--- src/rtl/ws2812_bit_encoder.sv ---
// ---------------------------------------------------------------------------
// ws2812_bit_encoder
//
// Output stage of the matrix driver. Accepts GRB pixel words over a valid/ready
// handshake and shifts them out MSB-first onto the single-wire WS2812 DIN line.
// Each bit is a fixed-length period. A '1' holds DIN high for T1H_CYC cycles and
// a '0' holds it high for T0H_CYC cycles. After the last pixel of a frame, DIN
// is held low for LATCH_CYC cycles so the LED chain latches the new colours.
//
// Ports
//   CLK        in   1      system clock, rising edge
//   RESET      in   1      synchronous reset, active high
//   pix_data   in   PIX_W  pixel word (G,R,B), MSB transmitted first
//   pix_last   in   1      pixel is the last of its frame (latch gap follows)
//   pix_valid  in   1      upstream offers a pixel
//   pix_ready  out  1      encoder accepts a pixel this cycle
//   DIN        out  1      registered serial line to the LED chain
//   busy       out  1      encoder is not idle
//   underrun   out  1      one-cycle pulse when a stream starves mid-frame
// ---------------------------------------------------------------------------
module ws2812_bit_encoder #(
   parameter int PIX_W     = 24,
   parameter int T0H_CYC   = 8,
   parameter int T1H_CYC   = 16,
   parameter int BIT_CYC   = 25,
   parameter int LATCH_CYC = 1000
) (
   input  logic             CLK,
   input  logic             RESET,
   input  logic [PIX_W-1:0] pix_data,
   input  logic             pix_last,
   input  logic             pix_valid,
   output logic             pix_ready,
   output logic             DIN,
   output logic             busy,
   output logic             underrun
);

   localparam int CW = (BIT_CYC > 1)   ? $clog2(BIT_CYC)     : 1;
   localparam int BW = (PIX_W > 1)     ? $clog2(PIX_W)       : 1;
   localparam int LW = (LATCH_CYC > 0) ? $clog2(LATCH_CYC+1) : 1;

   localparam logic [CW-1:0] CYC_LAST   = CW'(BIT_CYC - 1);
   localparam logic [CW-1:0] T0H_C      = CW'(T0H_CYC);
   localparam logic [CW-1:0] T1H_C      = CW'(T1H_CYC);
   localparam logic [BW-1:0] BIT_TOP    = BW'(PIX_W - 1);
   localparam logic [LW-1:0] LATCH_LAST = LW'(LATCH_CYC - 1);

   typedef enum logic [1:0] {
      IDLE  = 2'd0,
      SEND  = 2'd1,
      LATCH = 2'd2
   } state_t;

   state_t           state, state_nxt;
   logic [CW-1:0]    cyc, cyc_nxt;
   logic [BW-1:0]    bit_idx, bit_idx_nxt;
   logic [PIX_W-1:0] shreg, shreg_nxt;
   logic             last_flag, last_flag_nxt;
   logic [LW-1:0]    latch_cnt, latch_cnt_nxt;
   logic             din_nxt;
   logic             underrun_nxt;
   logic             boundary;
   logic             take;
   logic [CW-1:0]    thigh_nxt;

   // Next-state logic. The pixel boundary is the final cycle of bit 0. A
   // non-last pixel can hand over to a new pixel at that point without any
   // gap. DIN is registered, so it is computed from the values the counters
   // take at this edge. The line therefore stays aligned with cyc, and DIN
   // rises in the first cycle after a transfer.
   always_comb begin
      state_nxt     = state;
      cyc_nxt       = cyc;
      bit_idx_nxt   = bit_idx;
      shreg_nxt     = shreg;
      last_flag_nxt = last_flag;
      latch_cnt_nxt = latch_cnt;
      underrun_nxt  = 1'b0;

      boundary  = (state == SEND) && (cyc == CYC_LAST) && (bit_idx == '0);
      pix_ready = !RESET && ((state == IDLE) || (boundary && !last_flag));
      take      = pix_valid && pix_ready;

      case (state)
         IDLE: begin
            if (take) begin
               state_nxt     = SEND;
               cyc_nxt       = '0;
               bit_idx_nxt   = BIT_TOP;
               shreg_nxt     = pix_data;
               last_flag_nxt = pix_last;
            end
         end
         SEND: begin
            if (cyc != CYC_LAST) begin
               cyc_nxt = cyc + 1'b1;
            end else if (bit_idx != '0) begin
               cyc_nxt     = '0;
               bit_idx_nxt = bit_idx - 1'b1;
               shreg_nxt   = shreg << 1;
            end else if (last_flag) begin
               state_nxt     = LATCH;
               cyc_nxt       = '0;
               latch_cnt_nxt = '0;
            end else if (take) begin
               cyc_nxt       = '0;
               bit_idx_nxt   = BIT_TOP;
               shreg_nxt     = pix_data;
               last_flag_nxt = pix_last;
            end else begin
               state_nxt    = IDLE;
               cyc_nxt      = '0;
               underrun_nxt = 1'b1;
            end
         end
         LATCH: begin
            if (latch_cnt == LATCH_LAST) begin
               state_nxt     = IDLE;
               latch_cnt_nxt = '0;
            end else begin
               latch_cnt_nxt = latch_cnt + 1'b1;
            end
         end
         default: begin
            state_nxt = IDLE;
         end
      endcase

      thigh_nxt = shreg_nxt[PIX_W-1] ? T1H_C : T0H_C;
      din_nxt   = (state_nxt == SEND) && (cyc_nxt < thigh_nxt);
   end

   // State and datapath registers. Reset discards any partial pixel without
   // starting a latch gap.
   always_ff @(posedge CLK) begin
      if (RESET) begin
         state     <= IDLE;
         cyc       <= '0;
         bit_idx   <= '0;
         shreg     <= '0;
         last_flag <= 1'b0;
         latch_cnt <= '0;
         DIN       <= 1'b0;
         underrun  <= 1'b0;
      end else begin
         state     <= state_nxt;
         cyc       <= cyc_nxt;
         bit_idx   <= bit_idx_nxt;
         shreg     <= shreg_nxt;
         last_flag <= last_flag_nxt;
         latch_cnt <= latch_cnt_nxt;
         DIN       <= din_nxt;
         underrun  <= underrun_nxt;
      end
   end

   assign busy = (state != IDLE);

endmodule

--- config.mk ---
export PLATFORM = sky130hd
export DESIGN_NAME = ws2812_bit_encoder
export DESIGN_NICKNAME = d
export VERILOG_FILES = /design/src/rtl/ws2812_bit_encoder.sv
export SDC_FILE = /design/constraint.sdc
export NUM_CORES = 1
export LEC_CHECK = 0
export ABC_AREA = 1
export CELL_PAD_IN_SITES_DETAIL_PLACEMENT = 0
export CELL_PAD_IN_SITES_GLOBAL_PLACEMENT = 1
export CORE_MARGIN = 3
export CORE_UTILIZATION = 41
export CTS_BUF_LIST = sky130_fd_sc_hd__clkbuf_8 sky130_fd_sc_hd__clkbuf_16
export DETAILED_ROUTE_END_ITERATION = 12
export PLACE_DENSITY = 0.89
export SLEW_MARGIN = 10
export SYNTH_ARGS = -nofsm -noshare
export SYNTH_HDL_FRONTEND = slang
export SYNTH_SLANG_ARGS = --single-unit
--- constraint.sdc ---
create_clock -name CLK -period 2.6 [get_ports CLK]
set_input_delay 0.78 -clock CLK [delete_from_list [all_inputs] [get_ports CLK]]
set_output_delay 0.78 -clock CLK [all_outputs]
set_load 0.05 [all_outputs]
== Word-level counts from Yosys, hierarchy flattened ==
Cells that the tools add are included.

* Register bits after elaboration: 49
* Bits in latches: 0
* RAM bits: 0
* Memory bits (read-only): 0
* Bits of input ports: 28
* Output and inout port bits: 4
* Logic and storage cells: 77
* Memories kept: 0

* $add $sub $neg: 3
* Multiply operators: 0
* Div/mod/pow operators: 0
* $lt $le $gt $ge: 1
* Equality and inequality tests: 11
* Shift operators: 0
* Mux-type cells: 33
* Bitwise logic cells: 1
* Reductions and logical operators: 19

{| class="wikitable"
|+ Operators by type and width
! kind !! number
|-
| 24-bit 2-to-1 mux || 4
|-
| 24-bit case mux with 2 select lines || 1
|-
| 10-bit 2-to-1 mux || 4
|-
| 5-bit 2-to-1 mux || 7
|-
| 10-bit case mux with 2 select lines || 1
|-
| 5-bit case mux with 2 select lines || 2
|-
| 2-bit 2-to-1 mux || 6
|-
| 10-bit by 1-bit adder with 10-bit output (second input constant) || 1
|-
| 10-bit == test (second input constant) || 1
|-
| 2-bit inequality test (second input constant) || 4
|-
| 4-bit AND reduction || 2
|-
| 1-bit logical AND || 6
|-
| 1-bit 2-to-1 mux || 6
|-
| 2-bit case mux with 3 select lines || 1
|-
| 2-bit nonzero test || 3
|-
| 5-bit by 1-bit adder with 5-bit output (second input constant) || 1
|-
| 5-bit == test (second input constant) || 1
|-
| 5-bit logical NOT || 1
|-
| 5-bit < comparator || 1
|-
| 5-bit inequality test (second input constant) || 1
|-
| 5-bit nonzero test || 1
|-
| 5-bit OR reduction || 1
|-
| 5-bit by 1-bit subtractor with 5-bit output (second input constant) || 1
|-
| 2-bit by 1-bit == test with 1-bit output (second input constant) || 2
|-
| other kinds (8) || 9
|}

== Logic depth before layout (Yosys ltp) ==
* Word-level depth: 15
* Depth in mapped cells: 16
* Depth with buffers taken out: 15

== Least setup slack after synthesis ==
OpenSTA, ideal clock, no wires.

* Path kind: input to output
* From: input RESET
* To: output pix_ready
* Data arrival time: 1946 ps
* Data required time: 1820 ps
* Setup slack: -126 ps
* Stages: 3
* Path buffers: 2
* Cell sequence: buf_1 -> buf_1 -> a21oi_1

* Longest elaborated chain between the ends: 2

{| class="wikitable"
|+ Ends and longest elaborated chain
! what !! RTL line !! RTL
|-
| start, declared || 29 || <nowiki>input logic RESET,</nowiki>
|-
| 1-bit logical NOT || 82 || <nowiki>pix_ready = !RESET && ((state == IDLE) || (boundary && !last_flag));</nowiki>
|-
| 1-bit logical AND || 82 ||
|-
| end, declared || 33 || <nowiki>output logic pix_ready,</nowiki>
|}

No other way between the ends.

== Final worst setup path ==
* From: register bit_idx[0]
* To: output pix_ready

* Longest elaborated chain between the ends: 5

{| class="wikitable"
|+ Ends and longest elaborated chain
! what !! RTL line !! RTL
|-
| start, declared || 57 || <nowiki>logic [BW-1:0] bit_idx, bit_idx_nxt;</nowiki>
|-
| start signal, assigned || 149 || <nowiki>bit_idx <= bit_idx_nxt;</nowiki>
|-
| 5-bit logical NOT || 81 || <nowiki>boundary = (state == SEND) && (cyc == CYC_LAST) && (bit_idx == '0);</nowiki>
|-
| 1-bit logical AND || 81 ||
|-
| 1-bit logical AND || 82 ||
|-
| 1-bit logical OR || 82 ||
|-
| 1-bit logical AND || 82 ||
|}

No other way between the ends.

==> metrics.md <==
| Metric | Value |
|---|---|
| Status | `finished clean` |
| DRC | `0` |
| Hold EP | `latch_cnt[8]$_SDFFE_PP0P_` |
| Vias in the first global route | `2,292` |
| CTS tree | `done` |
| Final instance area | `0.00322 mm2` |
| Post-CTS setup buffers | `0` |
| Worst-Margin Slew | `496 ps` |
| Placed cell area | `0.00311 mm2` |
| FILL cells | `623` |
| Total Routed Length | `6030 um` |
| Post-cts sizing count | `0` |
| Tot GR Track Use | `16.4%` |
| Final net count | `403` |
| CP peak stage delay | `340 ps` |
| Clock slew at reported path FFs | `90 ps` |
| Yosys cell types | `40` |
| First-pass GRT wire length | `10,300 um` |
| Vias per cell | `5.43` |
| R2r setup slk | `550 ps` |
| Max-Cap Viols | `0` |
| Synthesis-to-layout area growth | `18.8%` |
| Wirelength per Cell | `13.5 um` |
| First DRT Iteration DRCs | `129` |
| Die Ht | `87.3 um` |
| Hold path cells | `2` |
| Grt ovf | `0` |
| Post-CTS Hold Buffers | `0` |
| Net count after synthesis | `371` |
| Most used DFF post-synth | `dfxtp_1` |
| YS warnings | `0` |
| Fin crit share | `94.6%` |
| Pwr Density | `549 mW/mm2` |
| Die footprint | `0.00763 mm2` |
| Worst Path Max Fanout | `7` |
| Setup violators final | `0` |
| Initial Util | `42.5%` |
| Die X | `87.3 um` |
| Clock latency at the later pin of the worst-skew pair | `300 ps` |
| Crit path kind | `flop to output port` |
| Drt first pass iters | `6` |
| Final hold slack | `485 ps` |
| DR vias | `2,427` |
| Post-synth EDFFs | `0` |
| Gpl congestion | `0.857` |
| CTS root buffer | `clkbuf_8` |
| Crit path cell chain | `inv_1 > ha_1 > nand2_1 > nor2_4 > nand3_2 > a21oi_2 > buf_12` |
| Reg-to-Reg Start | `cyc[0]$_SDFFE_PP0P_` |
| Share of synthesized registers carrying an async set or reset | `0%` |
| Max-slew headroom | `66.8%` |
| Worst path slowest cell | `dfxtp_1` |
| Seq cells post-synth | `49` |
| Worst path required time | `1820 ps` |
| Peak VDD IR | `0.307 mV` |
| Most common cell after layout, fill and taps aside | `dfxtp_1` |
| Worst Path Arrival | `1680 ps` |
| Critical path buffer and inverter count | `2` |
| CP startpoint kind | `flop` |
| Min Tclk post-route | `2460 ps` |
| Sequential-to-total area share from yosys stat | `36.2%` |
| PortBufs | `31` |
| Final Core Density | `50.5%` |
| Delay-heaviest family, CP | `simple AND/OR/NAND/NOR gates` |
| Initial antenna violation count | `0` |
| Core Rows | `29` |
| Most frequent cells in the layout | `dfxtp_1, a21oi_1, inv_1` |
| Syn avg cell area | `8.05 um2` |
| Stages on worst setup path | `7` |
| R2R depth | `12` |
| Min-delay worst type | `flop to flop` |
| Max Clock Freq | `407 MHz` |
| Largest net degree at the start of global routing | `27` |
| IO Count | `32` |
| Maximum clock insertion buffer count | `2` |
| Number of clock buffers inserted by TritonCTS | `5` |
| CP Capture Type | `output port` |
| Fin. max-slew vios | `0` |
| Hold_sp | `latch_cnt[8]$_SDFFE_PP0P_` |
| Mapped Area | `0.00271 mm2` |
| Final hold vios | `0` |
| RSZ-0062 raised after global routing | `false` |
| Clock Skews | `6.98 ps` |
| Worst reg2reg endpoint | `DIN$_SDFF_PP0_` |
| HPWL Detailed | `4290 um` |
| Ant. Diodes | `0` |
| Detail Route Antenna Nets | `0` |
| Register area | `981 um2` |
| Htree depth | `2` |
| Share of layout cells above drive strength 1 | `16.8%` |
| Setup TNS | `0 ps` |
| Multi-input gate area | `0.00147 mm2` |
| # clock sinks | `49` |
| Post-Synthesis Cells | `337` |
| Area of the core | `0.00639 mm2` |
| P_leak | `1.20 nW` |
-- cell families after synthesis --
| family | Yosys count | synth area share, % |
|---|---|---|
| simple gates | 109 | 21.5 |
| buf+inv | 59 | 9.92 |
| flops | 49 | 36.2 |
| xor+xnor | 6 | 1.94 |
| compound gates | 108 | 27.7 |
| fa+ha+maj | 6 | 2.77 |
-- worst register-to-register path: cells and delay by family (launching register included) --
kind / cells / cell delay (ps)
simple gates: 4 / 480
compound gates: 3 / 470
fa+ha+maj: 2 / 400
flops: 1 / 350
buf+inv: 3 / 280
-- registers in the layout, indices dropped and copies added (netlist names) --
signal	count
underrun	1
shreg	24
latch_cnt	10
last_flag	1
DIN	1
bit_idx	5
cyc	5
state	2
-- per-stage QoR --
stage               std cells  power [mW]  setup WS, ps
floorplan                 337        1.11           179
global placement          439        1.22           134
detailed placement        439        1.23           127
CTS                       447        1.78          99.1
global route              447        1.86          11.8
finish                    447        1.77           141
-- cells in the mapped netlist (2+ instances only) --
| cell | count | area, um2 |
|---|---|---|
| nor2_4 | 3 | 33.8 |
| nand3_1 | 13 | 65.1 |
| buf_6 | 5 | 56.3 |
| nor2_1 | 15 | 56.3 |
| inv_1 | 37 | 139 |
| dfxtp_1 | 49 | 981 |
| clkbuf_1 | 5 | 18.8 |
| nand2_2 | 2 | 12.5 |
| xor2_1 | 5 | 43.8 |
| ha_1 | 6 | 75.1 |
| nand2_1 | 35 | 131 |
| a21oi_1 | 44 | 220 |
| buf_1 | 3 | 11.3 |
| o211ai_2 | 10 | 125 |
| nand3_4 | 2 | 35.0 |
| inv_2 | 4 | 15.0 |
| nor4_1 | 2 | 12.5 |
| nor3_1 | 8 | 40.0 |
| o211ai_1 | 12 | 90.1 |
| o221ai_1 | 2 | 17.5 |
| or2_2 | 12 | 75.1 |
| or2_0 | 10 | 62.6 |
| o21ai_0 | 11 | 55.1 |
| a32oi_1 | 21 | 184 |
| buf_2 | 4 | 20.0 |
| nor2_2 | 2 | 12.5 |
| nand2_4 | 2 | 22.5 |
-- where the power goes --
part           total, mW  switching [mW]  internal [mW]
clock              0.559           0.249          0.310
combinational      0.370           0.212          0.158
sequential         0.839          0.0405          0.799
-- layout make-up --
type                       instances  share of cell area [%]
tap                               77                    2.99
timing repair buffer              42                    12.4
sequential                        49                    30.4
multi-input combinational        229                    45.5
clock buffer                       6                    2.56
clock inverter                     2                    1.05
inverter                          42                    5.05
-- per-layer routing --
layer  GRT usage [%]  wire length [um]  vias to the layer above
met5               0                 0                        -
met4            3.07                40                        0
met3            3.31               195                        5
met2            26.8              2840                       39
met1            22.6              2960                     1137
li1                -                 -                     1246
-- how the worst max path moves through the flow --
| stage | slack (ps) | to | start |
|---|---|---|---|
| 2_1_floorplan | 180 | pix_ready | RESET |
| 3_3_place_gp | 130 | pix_ready | RESET |
| 3_5_place_dp | 130 | shreg[22]$_SDFFE_PP0P_ | RESET |
| 4_1_cts | 100 | pix_ready | bit_idx[0]$_SDFFE_PP0P_ |
| 5_1_grt | 10 | pix_ready | bit_idx[0]$_SDFFE_PP0P_ |
| 6_report | 140 | pix_ready | bit_idx[0]$_SDFFE_PP0P_ |
No activity file was read; power rests on OpenSTA's default activity.
==> patch 1: new RTL, config.mk and constraints unchanged <==
Encoding of `state_t`: now one-hot (3 bits for 3 states).
--- a/src/rtl/ws2812_bit_encoder.sv
+++ b/src/rtl/ws2812_bit_encoder.sv
@@ -48,6 +48,6 @@
 
-   typedef enum logic [1:0] {
-      IDLE  = 2'd0,
-      SEND  = 2'd1,
-      LATCH = 2'd2
+   typedef enum logic [2:0] {
+      IDLE  = 3'b001,
+      SEND  = 3'b010,
+      LATCH = 3'b100
    } state_t;
Formal check against the unedited RTL: no difference found for any inputs over 10 cycles, from zero or initial values and one cycle with RESET high; not proved beyond that.
==> patch 1 against the unedited design <==
Critical path type unchanged; power down 1.1%; cell count up 9.4%; sequential power up 3.7%; synthesized area about the same; sequential cell count up 1; setup slack worse by 0.052 ns; wire length about the same; clock skew up 0.0022 ns; global-route usage about the same; final area up 0.62%; utilization up 0.31 points.
==> patch 1: results (changes against the unedited design) <==
| Metric | Value |
|---|---|
| Met1 Use GR | 0.208 (was 0.226) |
| Port bufs | 31 (unchanged) |
| Drt first pass iters | 4 (was 6) |
| Worst hold start | latch_cnt[9]$_SDFFE_PP0P_ (was latch_cnt[8]$_SDFFE_PP0P_) |
| Post-layout minimum cycle time | 2.51 ns (was 2.46 ns) |
| Met3 Resource Use GR | 0.0322 (was 0.0331) |
| Post-synthesis sequential area ratio | 0.369 (was 0.362) |
| Vias in the first global route | 2348 (was 2292) |
| Crit path max-delay cell type | dfxtp_2 (was dfxtp_1) |
| Largest net degree at the start of global routing | 25 (was 27) |
| GRT Overall Usage | 0.165 (was 0.164) |
| Initial antenna violation count | 0 (unchanged) |
| Final nets | 446 (was 403) |
| Mean post-synth cell area | 7.22 sq um (was 8.05 sq um) |
| CP Max Fanout | 7 (unchanged) |
| Ant diodes | 0 (unchanged) |
| Vias per cell | 5.13 (was 5.43) |
| Synthesis Warnings | 0 (unchanged) |
| Pleak | 1.34 nW (was 1.20 nW) |
| Reg-to-reg slack, setup | 0.30 ns (was 0.55 ns) |
| Status | complete, no violations (unchanged) |
| # fillers | 657 (was 623) |
| Top post-synthesis cells by area | dfxtp_1, nand2_1, inv_1 (was dfxtp_1, a21oi_1, a32oi_1) |
| Non-Filler Instances | 489 (was 447) |
| Share of layout cells above drive strength 1 | 0.119 (was 0.168) |
| CP endpoint | pix_ready (unchanged) |
| Wire per inst | 12.3 um (was 13.5 um) |
| Main flop type after synthesis | dfxtp_1 (unchanged) |
| Root Buffer | clkbuf_8 (unchanged) |
| Clock Skew | 0.00917 ns (was 0.00698 ns) |
| RD Place Congestion | 0.888 (was 0.857) |
| Worst IR Drop VDD | 0.258 mV (was 0.307 mV) |
| Depth of the worst register-to-register path | 16 (was 12) |
| DP Cell Count | 478 (was 439) |
| Syn Nets | 410 (was 371) |
| End of the worst register-to-register path | DIN$_SDFF_PP0_ (unchanged) |
| Largest regs | shreg x24, latch_cnt x10 (unchanged) |
| GRT met2 Usage | 0.286 (was 0.268) |
| Most frequent cells after synthesis | nand2_1, dfxtp_1, inv_1 (was dfxtp_1, a21oi_1, inv_1) |
| Pre-CTS WS | 0.106 ns (was 0.127 ns) |
| Relative slew slack | 0.668 (about the same) |
| Worst R2R Start | bit_idx[0]$_SDFFE_PP0P_ (was cyc[0]$_SDFFE_PP0P_) |
| DP HPWL | 4320 um (was 4290 um) |
| Yosys cell types | 43 (was 40) |
| Crit path arrival time | 1.73 ns (was 1.68 ns) |
| Global-route wire length before repair | 10200 um (was 10300 um) |
| Crit path kind | flip-flop to primary output (unchanged) |
| Initial DRC count | 107 (was 129) |
[patch 1: changes by cell type after synthesis, moves of 3 or more]
cell      delta
a21oi_1     -25
a31oi_1     +10
a32oi_1     -20
inv_1        +9
nand2_1     +65
nor2_1       +4
nor2_2       +3
nor3_1       -4
o211ai_2    -10
o21ai_0      +3
o221ai_1    +11
or2_2       -10
[patch 1: cell families after synthesis]
| kind of cell | Yosys count | share of synthesized area |
|---|---|---|
| simple gates | 170 | 0.293 |
| compound gates | 76 | 0.182 |
| buf+inv | 68 | 0.109 |
| flops | 50 | 0.369 |
| xor+xnor | 6 | 0.0194 |
| fa+ha+maj | 6 | 0.0277 |
[patch 1: stage by stage]
stage / TNS, ns / instance area, sq um / utilization
global route: -0.0527 / 3240 / 0.508
detailed placement: 0 / 3110 / 0.487
finish: 0 / 3240 / 0.508
global placement: 0 / 3110 / 0.487
CTS: -0.0111 / 3190 / 0.500
floorplan: 0 / 2720 / -
[patch 1: worst min-delay path by stage]
stage / end / slack (ns)
global placement: latch_cnt[9]$_SDFFE_PP0P_ / 0.47
CTS: latch_cnt[9]$_SDFFE_PP0P_ / 0.50
finish: latch_cnt[9]$_SDFFE_PP0P_ / 0.49
detailed placement: latch_cnt[9]$_SDFFE_PP0P_ / 0.48
global route: shreg[8]$_SDFFE_PP0P_ / 0.51
floorplan: latch_cnt[9]$_SDFFE_PP0P_ / 0.45
[patch 1: routing by layer]
layer,vias to the layer above,share of wire
li1,1317,-
met1,1150,0.48
met2,35,0.47
met3,9,0.035
met4,0,0.014
met5,-,0
[patch 1: power by group]
group	switching (W)	leakage [nW]	total, W	internal (W)
sequential	0.0000430	0.409	0.000870	0.000827
combinational	0.000254	0.887	0.000447	0.000193
clock	0.000251	0.0414	0.000432	0.000181
[patch 1: critical path: cells and delay by family, from the launching register on]
| family | cells | cell delay [ns] |
|---|---|---|
| buffers and inverters | 4 | 0.31 |
| AND/OR/NAND/NOR | 6 | 0.64 |
| flip-flops | 1 | 0.34 |
| adder cells (fa/ha/maj) | 1 | 0.15 |
[patch 1: timing repair]
action | 4_1_cts | 5_1_grt
gates resized for setup | 0 | 6
buffers inserted | 0 | 4
setup endpoints to repair | 1 | 2
cloned | 0 | 0
pin swaps | 0 | 2
[patch 1: layout make-up]
class                           instances  area share
Clock buffer                            5      0.0212
Tap cell                               77      0.0297
Timing Repair Buffer                   45       0.132
Clock inverter                          2     0.00347
Inverter                               52      0.0610
Multi-Input combinational cell        258       0.444
Sequential cell                        50       0.309
==> patch 2: new RTL, config.mk and constraints unchanged <==
Made on the original files. The parameter `LATCH_CYC` goes from 1000 to 2000.
--- a/src/rtl/ws2812_bit_encoder.sv
+++ b/src/rtl/ws2812_bit_encoder.sv
@@ -25,3 +25,3 @@
    parameter int BIT_CYC   = 25,
-   parameter int LATCH_CYC = 1000
+   parameter int LATCH_CYC = 2000
 ) (
Behaviour: same outputs for any inputs over 10 cycles, from zero or initial values and one cycle with RESET high; that may be too few to reach the edited logic, so the function may still have changed.
==> patch 2 against the unedited design <==
Wire length grew 3.8%; critical path depth shrank 4; sequential cell count grew 1; synthesized area grew 1.0%; setup slack lost 0.062 ns; final area grew 0.93%; highest routed layer unchanged; power shrank 1.1%; clock power shrank 3%.
==> patch 2: results (changes against the unedited design) <==
| Metric | Value |
|---|---|
| Status | complete, no violations (unchanged) |
| Met3 wire len | 226 um (was 195 um) |
| CP endpoint | busy (was pix_ready) |
| Placed inst area | 0.00312 sq mm (was 0.00311 sq mm) |
| Most frequent cells after synthesis | dfxtp_1, inv_1, a21oi_1, nand2_1, o211ai_1 (was dfxtp_1, a21oi_1, inv_1) |
| Drt first pass iters | 5 (was 6) |
| Met1 wire length | 2930 um (was 2960 um) |
| Reg-to-reg slack, setup | 0.35 ns (was 0.55 ns) |
| GRT Overall Usage | 0.173 (was 0.164) |
| Initial DRC count | 193 (was 129) |
| Largest regs | shreg x24, latch_cnt x11 (was shreg x24, latch_cnt x10) |
| Fraction of area in multi-input gates | 0.452 (was 0.455) |
| Sequential share of cell area | 0.308 (was 0.304) |
| Top post-synthesis cells by area | dfxtp_1, a21oi_1, a32oi_1 (unchanged) |
| Die area | 0.00770 sq mm (was 0.00763 sq mm) |
| Final nets | 417 (was 403) |
| DP Cell Count | 451 (was 439) |
| ClkCell Share | 0.0338 (was 0.0361) |
| GRT met2 Usage | 0.288 (was 0.268) |
| Mean post-synth cell area | 7.78 sq um (was 8.05 sq um) |
| Clock Skew | 0.0132 ns (was 0.00698 ns) |
| CP Launch Point | state[0]$_SDFF_PP0_ (was bit_idx[0]$_SDFFE_PP0P_) |
| Met3 Resource Use GR | 0.0329 (was 0.0331) |
| Syn Nets | 386 (was 371) |
| DP HPWL | 4410 um (was 4290 um) |
| Vias per cell | 5.42 (was 5.43) |
| Pleak | 1.19 nW (was 1.20 nW) |
-- patch 2: cell count changes after synthesis, sizes merged, moves of 2 or more --
cell,unedited run,this run
a211oi,1,3
clkbuf,5,11
buf,12,6
nor3,8,12
nor2,20,24
nand4,1,3
o21ai,13,15
a21oi,45,40
inv,41,47
nand2,39,44
-- patch 2: timing repair --
| item | in CTS | in global routing |
|---|---|---|
| resized for setup | 2 | 1 |
| endpoints found under the hold margin | 0 | 0 |
| setup endpoints to repair | 1 | 1 |
| buffers inserted | 0 | 2 |
| pin swaps | 0 | 1 |
-- patch 2: kinds of logic after synthesis --
logic type,after synthesis,share of synthesized area
XOR/XNOR,4,0.0128
AO/OA/AOI/OAI,105,0.256
flip-flops,50,0.365
AND/OR/NAND/NOR,122,0.236
adder cells (fa/ha/maj),6,0.0274
buffers and inverters,65,0.103
-- patch 2: worst max-delay path, stage by stage, from the launching register on --
cell and delay, ns:
dfxtp_1 0.39, nor2_1 0.10, inv_1 0.13, clkdlybuf4s50_1 0.83
